<file path="src/rtl/master_in_port.sv">
// rtl/master_in_port.sv - serial-bus master receive port with framing check and valid/ready holding register
module master_in_port #(
  parameter int DATA_WIDTH = 8,
  parameter bit LSB_FIRST  = 1'b1
) (
  input  logic                  clk,
  input  logic                  reset,
  input  logic                  s_valid,
  input  logic                  s_tx_done,
  input  logic                  rx_data,
  input  logic                  data_ready,
  output logic                  m_ready,
  output logic [DATA_WIDTH-1:0] data_out,
  output logic                  data_valid,
  output logic                  rx_done,
  output logic                  frame_err
);

  localparam int CW = $clog2(DATA_WIDTH) + 1;
  localparam logic [CW-1:0] LAST_BIT = CW'(DATA_WIDTH - 1);

  typedef enum logic {IDLE, RECV} state_t;

  state_t                state, state_nxt;
  logic [CW-1:0]         cnt, cnt_nxt;
  logic [DATA_WIDTH-1:0] shift_q, shift_nxt, shifted, data_out_nxt;
  logic                  m_ready_nxt, data_valid_nxt, rx_done_nxt, frame_err_nxt;

  // First received bit ends up in bit 0 (LSB first) or in the MSB.
  assign shifted = LSB_FIRST ? {rx_data, shift_q[DATA_WIDTH-1:1]}
                             : {shift_q[DATA_WIDTH-2:0], rx_data};

  always_comb begin
    state_nxt      = state;
    cnt_nxt        = cnt;
    shift_nxt      = shift_q;
    data_out_nxt   = data_out;
    data_valid_nxt = data_valid;
    rx_done_nxt    = 1'b0;
    frame_err_nxt  = 1'b0;

    if (data_valid && data_ready) data_valid_nxt = 1'b0;

    case (state)
      IDLE: begin
        if (s_valid && m_ready) begin
          state_nxt = RECV;
          cnt_nxt   = '0;
          shift_nxt = '0;
        end
      end
      RECV: begin
        cnt_nxt   = cnt + 1'b1;
        shift_nxt = shifted;
        if (cnt == LAST_BIT) begin
          state_nxt = IDLE;
          cnt_nxt   = '0;
          if (s_tx_done) begin
            data_out_nxt   = shifted;
            data_valid_nxt = 1'b1;
            rx_done_nxt    = 1'b1;
          end else begin
            frame_err_nxt = 1'b1;
          end
        end else if (s_tx_done) begin
          // Early end-of-frame: drop the partial word.
          state_nxt     = IDLE;
          cnt_nxt       = '0;
          frame_err_nxt = 1'b1;
        end
      end
      default: state_nxt = IDLE;
    endcase

    // Holding off m_ready while a word is pending makes overrun impossible.
    m_ready_nxt = (state_nxt == IDLE) && !data_valid_nxt;
  end

  always_ff @(posedge clk or negedge reset) begin
    if (!reset) begin
      state      <= IDLE;
      cnt        <= '0;
      shift_q    <= '0;
      data_out   <= '0;
      data_valid <= 1'b0;
      rx_done    <= 1'b0;
      frame_err  <= 1'b0;
      m_ready    <= 1'b0;
    end else begin
      state      <= state_nxt;
      cnt        <= cnt_nxt;
      shift_q    <= shift_nxt;
      data_out   <= data_out_nxt;
      data_valid <= data_valid_nxt;
      rx_done    <= rx_done_nxt;
      frame_err  <= frame_err_nxt;
      m_ready    <= m_ready_nxt;
    end
  end

endmodule

</file>
<file path="config.mk">
export PLATFORM = sky130hd
export DESIGN_NAME = master_in_port
export DESIGN_NICKNAME = d
export VERILOG_FILES = /design/src/rtl/master_in_port.sv
export SDC_FILE = /design/constraint.sdc
export NUM_CORES = 1
export LEC_CHECK = 0
export CORE_MARGIN = 4
export CORE_UTILIZATION = 44
export CTS_CLUSTER_DIAMETER = 40
export DETAILED_ROUTE_END_ITERATION = 6
export HOLD_SLACK_MARGIN = 0.12
export PLACE_DENSITY = 0.77
export SLEW_MARGIN = 20
export SYNTH_ARGS = -nofsm -noshare
export SYNTH_HDL_FRONTEND = slang
export SYNTH_SLANG_ARGS = --single-unit
</file>
<file path="constraint.sdc">
create_clock -name clk -period 3.6 [get_ports clk]
set_input_delay 0.54 -clock clk [delete_from_list [all_inputs] [get_ports clk]]
set_output_delay 0.54 -clock clk [all_outputs]
set_load 0.02 [all_outputs]
</file>
After elaboration in Yosys (flattened, before gate mapping):

Cells that the tools add are included.

* register bits: 25
* bits in latches: 0
* RAM bits: 0
* memory bits (read-only): 0
* output and inout port bits: 12
* memories: 0

* add/subtract/negate cells: 1
* multipliers: 0
* divide/modulo/power cells: 0
* $lt $le $gt $ge: 0
* eq/ne operators: 2
* shifts and indexed selects: 0
* multiplexer cells: 19
* bitwise gates (word level): 2
* reduce and logical (&&, ||, !) cells: 5

Operators by type and width (count)
* $pmux 8 s2: 1
* $mux 1: 12
* $mux 4: 3
* $mux 8: 1
* $pmux 4 s2: 1
* $add 4x1->4 const B: 1
* $eq 4x3->1 const B: 1
* $logic_and 1x1->1: 3
* $reduce_and 3->1: 1
* $ne 2x2->1 const B: 1
* $not 1->1: 2
* $pmux 1 s2: 1
* $logic_not 1->1: 1

Longest topological paths before layout:

* word-level depth: 7
* depth in mapped cells: 6
* gate-level depth less buffers: 6

Worst setup path after synthesis:

No wires, ideal clock.

* path kind: register to register
* from: register cnt[0]
* to: register cnt[3]
* setup time: 0.069 ns
* data arrival time: 1.334 ns
* required time: 3.531 ns
* setup slack: 2.197 ns
* stages on the path, launching flop included: 6
* path buffers: 0
* path through: dfrtp_1 -> ha_1 -> nand3b_4 -> inv_2 -> or4_1 -> nand3_1

* cells in the longest elaborated chain, start to end: 4
* elaborated cells on any way between the ends: 5

Ends and longest elaborated chain
* from (decl): line 25 `logic [CW-1:0] cnt, cnt_nxt;`
* from (signal assigned): line 91 `cnt <= cnt_nxt;`
* $add 4x1->4: line 53 `cnt_nxt = cnt + 1'b1;`
* $mux 4: line 65 `end else if (s_tx_done) begin`
* $mux 4 (*): line 55 `if (cnt == LAST_BIT) begin`
* $pmux 4 s2 (*): line 44 `case (state)`

Every way passes the cells marked *; elsewhere a longest branch is shown, timed or not.
A chain may end at the register's enable or synchronous reset.

Worst setup path in the final report:

* from: register m_ready
* to: output port m_ready

RTL lines
* from (decl): line 12 `output logic m_ready,`
* from (signal assigned): line 97 `m_ready <= m_ready_nxt;`

No word-level cell between the ends.

==> results.txt <==
overall fraction of global-route tracks in use: 0.133
largest family of logic cells by synthesized area: multiplexers
FFs w/ async S/R, synth: 1.00
Iter 0 DRT Violations: 16
total of fill cells in the finished design: 170
crit share post-route: 0.511
Fin Clk Skew: 0.00265 ns
share of the synthesized area in compound gates (AO/OA/AOI/OAI): 0.0957
worst-path cell with the longest stage delay: clkdlybuf4s50_1
top fanout value on the critical path: 2
Routed WL: 1.56 mm
Final setup violation count: 0
number of buffers created by CTS: 3
Starting Density: 0.477
most frequent cells after synthesis: 24 x dfrtp_1, 8 x a22o_1, 5 x mux2_2, 4 x mux2_1
element type at the critical path end: output pin
most common cell in the synthesized netlist: dfrtp_1
M2 GR Usage: 0.195
total design power: 655 uW
area of the die: 2980 sq um
Top-Level Pins: 18
chain of cells forming the critical path: clkdlybuf4s50_1
number of placement rows: 16
Hold Buf Count CTS: 0
register area: 601 sq um
Slew Viols, Final: 0
slowest stage delay, CP: 0.61 ns
Sum Neg Setup Slack: 0 ns
slew at the pin with the worst max-slew slack: 0.858 ns
final core utilization: 0.584
Worst setup SP type: register
buffering stage count on the worst path with inverters included: 1
portion of the post-synthesis area used by sequential elements: 0.629
pre-CTS worst setup slack: 1.63 ns
number of warnings issued by yosys: 0
data arrival time of the worst path: 1.30 ns
average cell area after synthesis: 13.8 sq um
library cells used by synthesis: 21
number of antenna-violating nets in the routed design: 0
cells on worst reg2reg path: 2
area leader, netlist: dfrtp_1
overflow left after global routing: 0
met1 Resource Use GR: 0.179
CTS tree: built
fraction of layout instances using a drive strength above 1: 0.138
largest net degree at the start of global routing: 25
register bit total from synthesis: 24
Multi-input gate area: 332 sq um
Setup WS post-layout: 1.76 ns
result of the run: complete, no violations
startpoint of the lowest-slack register-to-register path: state
first-pass iteration count of the detailed router: 6
final routed wire length divided by cell count: 13.7 um
height of the die: 54.6 um
Final Hold Fails: 0
slew margin rel.: 0.428
DRC: 0
number of flops mapped to enable cells by yosys: 0
commonest register cell after synthesis: dfrtp_1
Worst IR Drop VDD: 0.258 mV
Critical R2R Capture: cnt[0]
highest clock frequency the design can meet: 544 MHz
leakage power of the design: 0.000591 uW
first-pass GRT wire length: 2.75 mm
standard cell core area: 2000 sq um
GRT busiest layer: met2
met3 Resource Use GR: 0.0245
count of nets after finishing: 98
Die X: 54.6 um
clock-pin slew of the registers on the worst-case setup and hold paths: 0.11 ns
detailed-route via count: 597
area share of the largest cell type after synthesis: 0.629
cell family with the largest share of critical-path delay: buffers and inverters
post-CTS repair timing setup buffer count: 0
adder and majority cell fraction of the synthesized area: 0.0393
number of H-tree levels: 1
nets in the synthesized netlist: 78
pwr dens: 560 nW/um^2
clock root cell: clkbuf_4
average via count per standard cell: 5.24
count of input and output buffers: 17
synthesized-area fraction occupied by and/or/nand/nor cells: 0.0970
Antenna diodes: 0
Clock Tree Buf Depth: 2
Post-Synth XOR/XNOR Area: 0.00917
unrepaired setup endpoints after global routing: no
required time of the worst setup path: 3.06 ns
instance count of the mapped netlist: 69
R2R Setup Slk: 1.97 ns
number of global-route vias before repair: 592
top area cells in the synthesized netlist: dfrtp_1 63%, a22o_1 7.3%, mux2_2 5.9%
worst hold-check path type: primary input to asynchronous set/reset pin
total standard cell area after synthesis: 955 sq um
classification of the worst setup path: register to output pin
routability-driven placement congestion ratio: 0.717
# Max-Cap Violations: 0
count of cells resized by post-cts repair: 0
number of antenna violations at the first check in global routing: 0
Layout area overhead: 22.4%
clock insertion delay at the later pin of the skew report: 0.30 ns
mux cell area share after synthesis: 0.106
TritonCTS sink count: 24
post-route minimum period: 1.84 ns
detailed placer's ending HPWL: 1.13 mm
-- sequential cells by signal (all words and copies together), names as in the netlist --
register and flops:
m_ready 1, rx_done 1, data_out 8, data_valid 1
frame_err 1, shift_q 7, cnt 4, state 1
-- final cells by class --
type / instances / share of cell area
Timing Repair Buffer: 17 / 0.141
Multi-Input combinational cell: 39 / 0.284
Clock buffer: 3 / 0.0193
Tap cell: 27 / 0.0289
Inverter: 4 / 0.0128
Sequential cell: 24 / 0.514
-- report_power, final --
part | switching, uW | internal (uW)
combinational | 73.7 | 77.2
sequential | 63.3 | 330
clock | 71.4 | 39.0
total | 208 | 447
-- layout by cell type, fill, tap and decap left out, drive strengths merged, types with 2 or more instances in the layout --
cell,n
a21oi,2
a22o,8
and2,2
clkbuf,3
clkdlybuf4s50,16
dfrtp,24
ha,3
inv,4
mux2,9
nand2,3
nand3,2
nor2,3
-- how the worst max path moves through the flow --
stage,from,endpoint,cells after the start
floorplan,cnt[0],cnt[3],5
detailed placement,s_tx_done,data_out[4],4
CTS,m_ready,m_ready,1
finish,m_ready,m_ready,1
global route,m_ready,m_ready,1
global placement,s_tx_done,data_out[6],4
-- through the flow --
stage / cells / hold WS, ns / cell area (sq um)
global route: 114 / 0.206 / 1170
finish: 114 / 0.187 / 1170
CTS: 114 / 0.502 / 1170
floorplan: 69 / 0.244 / 955
detailed placement: 111 / 0.475 / 1150
global placement: 111 / 0.468 / 1150
-- routing by layer --
| metal | vias up | routed length [um] |
|---|---|---|
| met2 | 21 | 729 |
| met5 | - | 0 |
| met1 | 292 | 743 |
| met4 | 0 | 20 |
| met3 | 2 | 67 |
| li1 | 282 | - |
-- cell families (layout without fill, tap and decap cells) --
group | count (synthesis) | in the layout
flip-flops | 24 | 24
AND/OR/NAND/NOR | 14 | 14
AO/OA/AOI/OAI | 12 | 12
multiplexers | 9 | 9
buffers and inverters | 6 | 24
adder cells (fa/ha/maj) | 3 | 3
XOR/XNOR | 1 | 1
(Power assumes the default switching activity.)
